<file path="src/rtl/library_share_arbiter_pkg.sv">
// Shared definitions for the library mux+flop cell and its round-robin arbiter.
package library_pkg;

    typedef enum logic [1:0] {
        IDLE  = 2'd0,
        GNT_A = 2'd1,
        GNT_B = 2'd2,
        GAP   = 2'd3
    } arb_state_e;

    localparam logic SEL_A = 1'b0;
    localparam logic SEL_B = 1'b1;

    // Pick the next owner; on a tie the requester that was not served last wins.
    function automatic arb_state_e arbitrate(input logic req_a, input logic req_b,
                                             input logic last_b);
        arb_state_e nxt;
        nxt = IDLE;
        if (req_a && req_b) begin
            nxt = last_b ? GNT_A : GNT_B;
        end else if (req_a) begin
            nxt = GNT_A;
        end else if (req_b) begin
            nxt = GNT_B;
        end
        return nxt;
    endfunction

endpackage

</file>
<file path="src/rtl/library_share_arbiter_if.sv">
// Request/grant and cell-control signals between requesters, arbiter and shared cell.
interface library_share_arbiter_if;

    logic iReqA;
    logic iReqB;
    logic oGntA;
    logic oGntB;
    logic oSel;
    logic oEnb;
    logic oBusy;

    // Requester/harness side.
    modport master (
        output iReqA,
        output iReqB,
        input  oGntA,
        input  oGntB,
        input  oSel,
        input  oEnb,
        input  oBusy
    );

    // Arbiter side.
    modport slave (
        input  iReqA,
        input  iReqB,
        output oGntA,
        output oGntB,
        output oSel,
        output oEnb,
        output oBusy
    );

endinterface

</file>
<file path="src/rtl/library_share_arbiter.sv">
// Round-robin, time-boxed arbiter sharing one mux+enabled-flop cell between A and B,
// with a one-cycle turnaround so the select never moves under an active enable.
module library_share_arbiter
    import library_pkg::*;
#(
    parameter int unsigned HOLD_CYCLES = 3,
    parameter int unsigned CNT_W       = 2
) (
    input  logic                    iClk,
    input  logic                    iClr,
    library_share_arbiter_if.slave  bus
);

    localparam logic [CNT_W-1:0] HOLD_LAST = CNT_W'(HOLD_CYCLES - 1);

    arb_state_e       state_q, state_d;
    logic [CNT_W-1:0] cnt_q, cnt_d;
    logic             last_b_q, last_b_d;
    logic             gnt_a_q, gnt_a_d;
    logic             gnt_b_q, gnt_b_d;
    logic             sel_q, sel_d;
    logic             enb_q, enb_d;
    logic             busy_q, busy_d;

    // State, counter, pointer and registered outputs.
    always_ff @(posedge iClk or negedge iClr) begin
        if (!iClr) begin
            state_q  <= IDLE;
            cnt_q    <= '0;
            last_b_q <= 1'b1;
            gnt_a_q  <= 1'b0;
            gnt_b_q  <= 1'b0;
            sel_q    <= SEL_A;
            enb_q    <= 1'b0;
            busy_q   <= 1'b0;
        end else begin
            state_q  <= state_d;
            cnt_q    <= cnt_d;
            last_b_q <= last_b_d;
            gnt_a_q  <= gnt_a_d;
            gnt_b_q  <= gnt_b_d;
            sel_q    <= sel_d;
            enb_q    <= enb_d;
            busy_q   <= busy_d;
        end
    end

    // Next state, hold counter and output decode of the next state.
    always_comb begin
        state_d  = state_q;
        cnt_d    = cnt_q;
        last_b_d = last_b_q;

        case (state_q)
            IDLE, GAP: begin
                state_d = arbitrate(bus.iReqA, bus.iReqB, last_b_q);
            end
            GNT_A: begin
                if (cnt_q == HOLD_LAST || !bus.iReqA) begin
                    state_d  = GAP;
                    cnt_d    = '0;
                    last_b_d = 1'b0;
                end else begin
                    cnt_d = cnt_q + CNT_W'(1);
                end
            end
            GNT_B: begin
                if (cnt_q == HOLD_LAST || !bus.iReqB) begin
                    state_d  = GAP;
                    cnt_d    = '0;
                    last_b_d = 1'b1;
                end else begin
                    cnt_d = cnt_q + CNT_W'(1);
                end
            end
            default: begin
                state_d = IDLE;
                cnt_d   = '0;
            end
        endcase

        gnt_a_d = (state_d == GNT_A);
        gnt_b_d = (state_d == GNT_B);
        enb_d   = gnt_a_d | gnt_b_d;
        busy_d  = (state_d != IDLE);
        // Select only moves when entering a grant; it holds through GAP and IDLE.
        sel_d   = sel_q;
        if (gnt_a_d) begin
            sel_d = SEL_A;
        end else if (gnt_b_d) begin
            sel_d = SEL_B;
        end
    end

    assign bus.oGntA = gnt_a_q;
    assign bus.oGntB = gnt_b_q;
    assign bus.oSel  = sel_q;
    assign bus.oEnb  = enb_q;
    assign bus.oBusy = busy_q;

endmodule

</file>
<file path="src/flat_wrapper.sv">
// flat-port wrapper written by rule: the top's interface ports become plain ports
module library_share_arbiter_flat import library_pkg::*;
#(
    parameter int unsigned HOLD_CYCLES = 3,
    parameter int unsigned CNT_W       = 2
)
  (iClk, iClr, bus_iReqA, bus_iReqB, bus_oGntA, bus_oGntB, bus_oSel, bus_oEnb, bus_oBusy);
  library_share_arbiter_if bus_i ();
  input  logic iClk;
  input  logic iClr;
  input wire logic [$bits(bus_i.iReqA)-1:0] bus_iReqA;
  input wire logic [$bits(bus_i.iReqB)-1:0] bus_iReqB;
  output wire logic [$bits(bus_i.oGntA)-1:0] bus_oGntA;
  output wire logic [$bits(bus_i.oGntB)-1:0] bus_oGntB;
  output wire logic [$bits(bus_i.oSel)-1:0] bus_oSel;
  output wire logic [$bits(bus_i.oEnb)-1:0] bus_oEnb;
  output wire logic [$bits(bus_i.oBusy)-1:0] bus_oBusy;
  assign bus_i.iReqA = bus_iReqA;
  assign bus_i.iReqB = bus_iReqB;
  assign bus_oGntA = bus_i.oGntA;
  assign bus_oGntB = bus_i.oGntB;
  assign bus_oSel = bus_i.oSel;
  assign bus_oEnb = bus_i.oEnb;
  assign bus_oBusy = bus_i.oBusy;
  library_share_arbiter #(.HOLD_CYCLES(HOLD_CYCLES), .CNT_W(CNT_W)) u_core (.iClk(iClk), .iClr(iClr), .bus(bus_i));
endmodule
</file>
<file path="config.mk">
export PLATFORM = sky130hd
export DESIGN_NAME = library_share_arbiter_flat
export DESIGN_NICKNAME = d
export VERILOG_FILES = /design/src/rtl/library_share_arbiter_pkg.sv /design/src/rtl/library_share_arbiter_if.sv /design/src/rtl/library_share_arbiter.sv /design/src/flat_wrapper.sv
export SDC_FILE = /design/constraint.sdc
export NUM_CORES = 1
export LEC_CHECK = 0
export CAP_MARGIN = 10
export CORE_AREA = 2 2 39 41
export DETAILED_ROUTE_END_ITERATION = 12
export DIE_AREA = 0 0 41 43
export SLEW_MARGIN = 10
export SYNTH_ARGS = -nofsm -noshare
export SYNTH_HDL_FRONTEND = slang
export SYNTH_SLANG_ARGS = --single-unit
</file>
<file path="constraint.sdc">
create_clock -name iClk -period 2.3 [get_ports iClk]
set_input_delay 0.345 -clock iClk [delete_from_list [all_inputs] [get_ports iClk]]
set_output_delay 0.345 -clock iClk [all_outputs]
set_load 0.03 [all_outputs]
</file>
==> reports/metrics.cfg, run 1 <==
[sta]
min_period_over_period = 0.814
tns_ns = 0
slew_headroom = 0.712
worst_pin_slew_ns = 0.430
rsz0062_at_grt = no
clock_skew_ns = 0.00487
setup_violations = 0
fin_crit_ns = 1.87
finalHoldViolations = 0
slew_violations = 0
fmax_ghz = 0.534

[detailed_routing]
via_per_inst = 4.88
drt_iter0_drc = 6
first_pass_iters = 4
vias = 371
antenna_left = 0
post-route-drc-count = 0
routed_wl_um = 823
wire_per_inst_um = 10.8

[synth]
yosysSeqAreaShare = 0.484
netlist_area_um2 = 519
synth_edf_count = 0
ys_ff_latch = 10
ys_warn_count = 0
synth_cell_types = 18
netlist_instances = 49
ys_async_sr_fraction = 1.00
syn_nets = 60
avgSynthCellArea_um2 = 10.6
ys.flop_type = dfrtp_1

[final_layout]
antenna_cells = 0
finalNonFillerCells = 76
syn2layout_area_growth_pct = 25.3
fin_nets = 72
drive_above_1_share = 0.100

[cts]
cts_resized = 0
cts_max_level = 1
cts_buffer_depth = 2
cts_num_sinks = 10
clockRootBuffer = clkbuf_4
cts.clk_slew.worst_paths_ns = 0.07
post_cts_buffers = 0
tritoncts = done
cts_made_buffers = 3
clock_latency_ns = 0.26
ctsHoldBuffers = 0

[global_route]
grt_max_degree = 11
grt_pass1_vias = 365
grt_pass1_wl_um = 1440
overflow = 0
antenna_found_initial = 0
grt_usage = 0.124

[status]
status = completed

[setup_path]
end_kind = register
worstSetupPathType = reg2reg
start_kind = register
critical_path_arrival_ns = 2.05
crit_fanout = 10
crit_required_ns = 2.48

[placed_design]
dp.cells = 72
io_buffers = 8
gp_congestion = 0.754
hpwl_um = 661

[die]
num_rows = 14
core_area_um2 = 1380
die-area_um2 = 1760
die_h_um = 43
io_pins = 9
die_w_um = 41
start_util = 0.375

[hold_path]
hold_class = in2async

[run]
drv_cap = 0

layout by cell type (no fill, tap or decap), types with 2 or more instances in the layout:
| cell type | Yosys | final |
|---|---|---|
| dfrtp_1 | 9 | 9 |
| clkdlybuf4s50_1 | 0 | 8 |
| inv_1 | 7 | 7 |
| ha_1 | 7 | 7 |
| nand2_1 | 5 | 5 |
| o21ai_0 | 3 | 3 |
| clkbuf_4 | 0 | 3 |
| nand2b_1 | 2 | 2 |
| nor2_1 | 2 | 2 |
| a22oi_1 | 2 | 2 |
| a22o_1 | 2 | 2 |
| mux2i_1 | 2 | 2 |
through the flow:
step | instance area, µm² | hold WS [ns] | utilization | worst slack, ns
after CTS | 651 | 0.406 | 0.470 | 0.416
after global placement | 614 | 0.473 | 0.444 | 0.386
after floorplan | 519 | 0.0494 | - | 0.618
final | 651 | 0.384 | 0.470 | 0.428
after global routing | 651 | 0.415 | 0.470 | 0.280
after detailed placement | 614 | 0.488 | 0.444 | 0.381
sequential cells by signal, indices dropped and copies added (netlist names):
register          flops
u_core.cnt_q          2
u_core.bus.oSel       1
u_core.bus.oBusy      1
u_core.bus.oGntA      1
u_core.state_q        2
u_core.bus.oEnb       1
u_core.bus.oGntB      1
u_core.last_b_q       1
cell families after synthesis:
| family | after synthesis | synth area share |
|---|---|---|
| muxes | 2 | 0.0386 |
| adders and majority gates | 7 | 0.169 |
| buffers and inverters | 8 | 0.0602 |
| DFF | 10 | 0.484 |
| and+or+nand+nor | 11 | 0.101 |
| AOI/OAI and AO/OA | 11 | 0.147 |
critical path, cell delays in order, from the launching register on:
cell and delay (ns):
dfrtp_1 0.38, inv_1 0.06, ha_1 0.45, nor2_1 0.12
a22o_1 0.29, ha_1 0.31, mux2i_1 0.19
Yosys cell counts (all sizes together), types with 2 or more instances:
cell type,number,share of area
dfrtp,9,0.43
ha,7,0.17
inv,7,0.051
nand2,5,0.036
o21ai,4,0.039
a22o,2,0.034
a22oi,2,0.029
mux2i,2,0.039
nand2b,2,0.024
nor2,2,0.014
final timing paths:
kind	startpoint	to	slack (ns)	cells after the start
min in group iClk	u_core.cnt_q[0]$_DFFE_PN0N_	u_core.cnt_q[0]$_DFFE_PN0N_	0.50	2
worst max-delay path	u_core.state_q[0]$_DFF_PN0_	u_core.bus.oSel$_DFFE_PN0P_	0.43	6
worst min-delay path	iClr	u_core.state_q[1]$_DFF_PN0_	0.38	1
worst min register to register	u_core.cnt_q[0]$_DFFE_PN0N_	u_core.cnt_q[0]$_DFFE_PN0N_	0.50	2
worst max register to register	u_core.state_q[0]$_DFF_PN0_	u_core.bus.oSel$_DFFE_PN0P_	0.43	6
max in group asynchronous	iClr	u_core.last_b_q$_DFFE_PN1P_	1.59	1
layer usage:
metal  wire length (µm)  up-vias  GRT usage
li1                   -      183          -
met1                364      182      0.139
met5                  0        -          0
met3                 36        0     0.0314
met4                  0        0     0.0800
met2                421        6      0.194
layout make-up:
type / instances / area (µm²)
clock buffer: 4 / 36.3
sequential: 10 / 251
multi-input combinational: 31 / 236
inverter: 7 / 26.3
fill: 138 / 733
timing repair buffer: 8 / 80.1
tap: 16 / 20.0
Power of run 1 is not shown: default switching activity piles up to over one toggle a cycle in this logic, so the estimate is an artifact.
==> run 2, diff against run 1 <==
==> constraint.sdc (replaced) <==
create_clock -name iClk -period 1.7 [get_ports iClk]
set_input_delay 0.255 -clock iClk [delete_from_list [all_inputs] [get_ports iClk]]
set_output_delay 0.255 -clock iClk [all_outputs]
set_load 0.03 [all_outputs]
==> reports/metrics.cfg, run 2 (synthesized netlist as in run 1, its figures left out) <==
[status]
status = completed

[final_layout]
syn2layout_area_growth_pct = 46.5
antenna_cells = 0  ; unchanged
mostFrequentLayoutCells = 9 x dfrtp_1, 8 x clkdlybuf4s50_1, 6 x inv_1, 6 x buf_4, 5 x nand2_1
mostFrequentLayoutCell = dfrtp_1
fin_nets = 78  ; +8.3%
finalNonFillerCells = 82  ; +7.9%
final_core_util = 0.550  ; +0.0796
reg_top3 = u_core.cnt_q x2, u_core.state_q x2
drive_above_1_share = 0.303  ; +0.203

[setup_path]
end_kind = register
worstSetupPathType = reg2reg
timing.rr.end = u_core.bus.oSel$_DFFE_PN0P_
crit_fanout = 3  ; -7
crit_required_ns = 1.89  ; -0.59 ns
start_kind = register
r2r_slack_ns = 0.07  ; -0.36 ns
ff2ff_path_depth = 7  ; +1
critical_path_arrival_ns = 1.82  ; -0.23 ns
rr_startpoint = u_core.state_q[1]$_DFF_PN0_

[cts]
clock_latency_ns = 0.27  ; about the same
cts_buffer_depth = 2  ; unchanged
cts_max_level = 1  ; unchanged
cts_num_sinks = 10  ; unchanged
tritoncts = done
cts_made_buffers = 3  ; unchanged
clockRootBuffer = clkbuf_4
cts.clk_slew.worst_paths_ns = 0.07  ; about the same

[placed_design]
hpwl_um = 708  ; +7.2%
dp.cells = 78  ; +8.3%
gp_congestion = 0.815  ; +8.1%
io_buffers = 8  ; unchanged

[detailed_routing]
antenna_left = 0  ; unchanged
routed_wl_um = 953  ; +16%
drt_iter0_drc = 8  ; +2
wire_per_inst_um = 11.6  ; +7.3%
post-route-drc-count = 0  ; unchanged
vias = 397  ; +7.0%
via_per_inst = 4.84  ; -0.82%
first_pass_iters = 4  ; unchanged

[die]
start_util = 0.375  ; unchanged
io_pins = 9  ; unchanged
die_h_um = 43  ; unchanged
core_area_um2 = 1380  ; unchanged
die-area_um2 = 1760  ; unchanged
die_w_um = 41  ; unchanged
num_rows = 14  ; unchanged

[sta]
clock_skew_ns = 0.00189  ; -0.00298 ns
slew_violations = 0  ; unchanged
whs_ns = 0.303  ; -0.0808 ns
min_period_over_period = 0.959  ; +0.145
setup_violations = 0  ; unchanged
finalHoldViolations = 0  ; unchanged
fmax_ghz = 0.613  ; +15%
fin_crit_ns = 1.63  ; -0.242 ns
worst_pin_slew_ns = 0.463  ; +0.0329 ns
slew_headroom = 0.690  ; -0.0220
tns_ns = 0  ; unchanged

[global_route]
grt_pass1_vias = 384  ; +5.2%
grt_max_degree = 11  ; unchanged
grt_use_met1 = 0.196  ; +0.0569
grt_usage = 0.141  ; +0.0174
overflow = 0  ; unchanged
grt.met3_usage = 0.0314  ; unchanged
gr-max-usage-layer = met1
grt_pass1_wl_um = 1610  ; +11%
antenna_found_initial = 0  ; unchanged
grtUsageMet2 = 0.184  ; -0.00937

[hold_path]
hold_class = in2async

[run]
drv_cap = 0  ; unchanged

run 2: layout make-up:
cell class                 instances  area, µm²
multi-input combinational         31        302
tap                               16       20.0
clock buffer                       4       36.3
timing repair buffer              14        125
inverter                           7       26.3
fill                             131        623
sequential                        10        251
run 2: how the worst max path moves through the flow:
stage,from,endpoint,slack (ns)
after detailed placement,bus_iReqA,u_core.bus.oSel$_DFFE_PN0P_,-0.09
final,u_core.state_q[1]$_DFF_PN0_,u_core.bus.oSel$_DFFE_PN0P_,0.07
after global placement,bus_iReqA,u_core.bus.oSel$_DFFE_PN0P_,-0.05
after floorplan,u_core.state_q[0]$_DFF_PN0_,u_core.bus.oSel$_DFFE_PN0P_,0.02
after CTS,u_core.cnt_q[0]$_DFFE_PN0N_,u_core.bus.oSel$_DFFE_PN0P_,0.002
after global routing,u_core.state_q[1]$_DFF_PN0_,u_core.bus.oSel$_DFFE_PN0P_,-0.005
run 2: through the flow:
stage	instance area [µm²]	setup WS, ns
after floorplan	519	0.0181
after global placement	659	-0.0515
after detailed placement	659	-0.0872
after CTS	698	0.00151
after global routing	761	-0.00515
final	761	0.0695
run 2: timing repair:
action                                 in CTS  in global routing
resized for setup                           1                  9
setup endpoints to repair                   1                  1
pin swaps                                   0                  2
buffers inserted                            0                  0
cloned                                      0                  0
endpoints found under the hold margin       0                  0
hold buffers                                0                  0
run 2: critical path: stages (launching register included):
cell,delay (ns)
dfrtp_1,0.42
inv_1,0.08
ha_2,0.20
o21ai_0,0.14
a22o_4,0.29
buf_4,0.13
ha_1,0.17
mux2i_1,0.13
run 2: routing by layer:
layer / part of all wire / vias up
met2: 0.46 / 11
li1: - / 197
met3: 0.063 / 2
met5: 0 / -
met1: 0.46 / 187
met4: 0.014 / 0
Power of run 2 is left out for the same reason.
==> run 3, diff against run 2 <==
==> constraint.sdc (replaced) <==
create_clock -name iClk -period 1.88 [get_ports iClk]
set_input_delay 0.282 -clock iClk [delete_from_list [all_inputs] [get_ports iClk]]
set_output_delay 0.282 -clock iClk [all_outputs]
set_load 0.03 [all_outputs]
==> reports/metrics.cfg, run 3 (synthesized netlist as in run 1, its figures left out) <==
[status]
status = completed

[global_route]
grt_use_met1 = 0.120  ; -0.0760
grt.met3_usage = 0.0785  ; +0.0471
grt_pass1_wl_um = 1280  ; -21%
grt_max_degree = 11  ; unchanged
grt_usage = 0.116  ; -0.0252
grtUsageMet2 = 0.169  ; -0.0156
antenna_found_initial = 0  ; unchanged
grt_pass1_vias = 331  ; -14%
gr-max-usage-layer = met2
overflow = 0  ; unchanged

[setup_path]
end_kind = register
start_kind = register
cpMostUsedCell = ha_1
critical_path_arrival_ns = 1.91  ; +0.09 ns
path_cells = inv_1 -> ha_1 -> nor2_1 -> a22o_1 -> ha_1 -> mux2i_1
crit_path_max_incr_delay_ns = 0.38  ; -0.04 ns
cp.buffers_inverters = 1  ; -1
crit_fanout = 7  ; +4
crit_required_ns = 2.07  ; +0.18 ns
worstSetupPathType = reg2reg
crit_slowest_cell = ha_1
path_delay_family = adder cells

[sta]
tns_ns = 0  ; unchanged
setup_violations = 0  ; unchanged
fin_crit_ns = 1.71  ; +0.0834 ns
whs_ns = 0.327  ; +0.0234 ns
fmax_ghz = 0.583  ; -4.9%
slew_violations = 0  ; unchanged
clock_skew_ns = 0.00765  ; +0.00575 ns
rsz0062_at_grt = no
worst_pin_slew_ns = 0.448  ; -0.0148 ns
finalHoldViolations = 0  ; unchanged
min_period_over_period = 0.912  ; -0.0475
slew_headroom = 0.700  ; +0.00991

[final_layout]
mostFrequentLayoutCells = 9 x dfrtp_1, 8 x clkdlybuf4s50_1, 7 x inv_1, 7 x ha_1, 5 x nand2_1
multi_input_area_um2 = 236  ; -22%
final-seq-area_um2 = 251  ; unchanged
fin_nets = 74  ; -5.1%
syn2layout_area_growth_pct = 28.2
antenna_cells = 0  ; unchanged
fillers = 137  ; +4.6%
drive_above_1_share = 0.129  ; -0.174
reg_top3 = u_core.cnt_q x2, u_core.state_q x2
fin_area_um2 = 666  ; -13%
mostFrequentLayoutCell = dfrtp_1

[cts]
cts_buffer_depth = 2  ; unchanged
ctsHoldBuffers = 0  ; unchanged
cts_resized = 0  ; -1
cts_num_sinks = 10  ; unchanged
cts_max_level = 1  ; unchanged
cts_made_buffers = 3  ; unchanged
tritoncts = done
post_cts_buffers = 0  ; unchanged
cts.clk_slew.worst_paths_ns = 0.07  ; about the same
clock_latency_ns = 0.26  ; about the same
clockRootBuffer = clkbuf_4

[die]
io_pins = 9  ; unchanged
num_rows = 14  ; unchanged
die_h_um = 43  ; unchanged
die-area_um2 = 1760  ; unchanged
start_util = 0.375  ; unchanged
die_w_um = 41  ; unchanged
core_area_um2 = 1380  ; unchanged

[placed_design]
hpwl_um = 668  ; -5.8%
gp_congestion = 0.840  ; +3.1%
dpl-instance-area_um2 = 629  ; -4.6%
io_buffers = 8  ; unchanged

[hold_path]
hold_class = in2async

[detailed_routing]
via_per_inst = 4.85  ; about the same
post-route-drc-count = 0  ; unchanged
vias = 378  ; -4.8%
wire_per_inst_um = 10.6  ; -9.0%
antenna_left = 0  ; unchanged
routed_wl_um = 825  ; -13%
drt_iter0_drc = 7  ; -1
first_pass_iters = 4  ; unchanged

[run]
drv_cap = 0  ; unchanged

==> run 3: final cells by class <==
class,count,area share
clock buffer,4,0.0545
tap,16,0.0301
multi-input combinational,31,0.355
sequential,10,0.378
inverter,7,0.0395
timing repair buffer,10,0.143
==> run 3: worst paths after layout <==
kind / start / endpoint / slack, ns / cells past startpoint
setup / recovery: u_core.state_q[0]$_DFF_PN0_ / u_core.bus.oSel$_DFFE_PN0P_ / 0.17 / 6
hold / removal: iClr / u_core.bus.oEnb$_DFF_PN0_ / 0.33 / 1
setup reg to reg: u_core.state_q[0]$_DFF_PN0_ / u_core.bus.oSel$_DFFE_PN0P_ / 0.17 / 6
hold reg to reg: u_core.cnt_q[0]$_DFFE_PN0N_ / u_core.cnt_q[0]$_DFFE_PN0N_ / 0.49 / 2
max in group asynchronous: iClr / u_core.last_b_q$_DFFE_PN1P_ / 1.21 / 1
min in group iClk: u_core.cnt_q[0]$_DFFE_PN0N_ / u_core.cnt_q[0]$_DFFE_PN0N_ / 0.49 / 2
==> run 3: worst register-to-register path, cell delays in order (launching register included) <==
cell     delay, ns
dfrtp_1       0.37
inv_1         0.05
ha_1          0.39
nor2_1        0.08
a22o_1        0.27
ha_1          0.31
mux2i_1       0.18
==> run 3: routing by layer <==
layer	up-vias	share of wire
li1	190	-
met1	176	0.46
met2	10	0.47
met3	2	0.058
met4	0	0.0097
met5	-	0
==> run 3: metrics by stage <==
stage / worst slack (ns) / instances / utilization
floorplan: 0.198 / 49 / -
global placement: 0.0414 / 74 / 0.455
detailed placement: 0.0526 / 74 / 0.455
CTS: 0.138 / 78 / 0.481
global route: 0.0176 / 78 / 0.481
finish: 0.166 / 78 / 0.481
Power of run 3 is left out for the same reason.
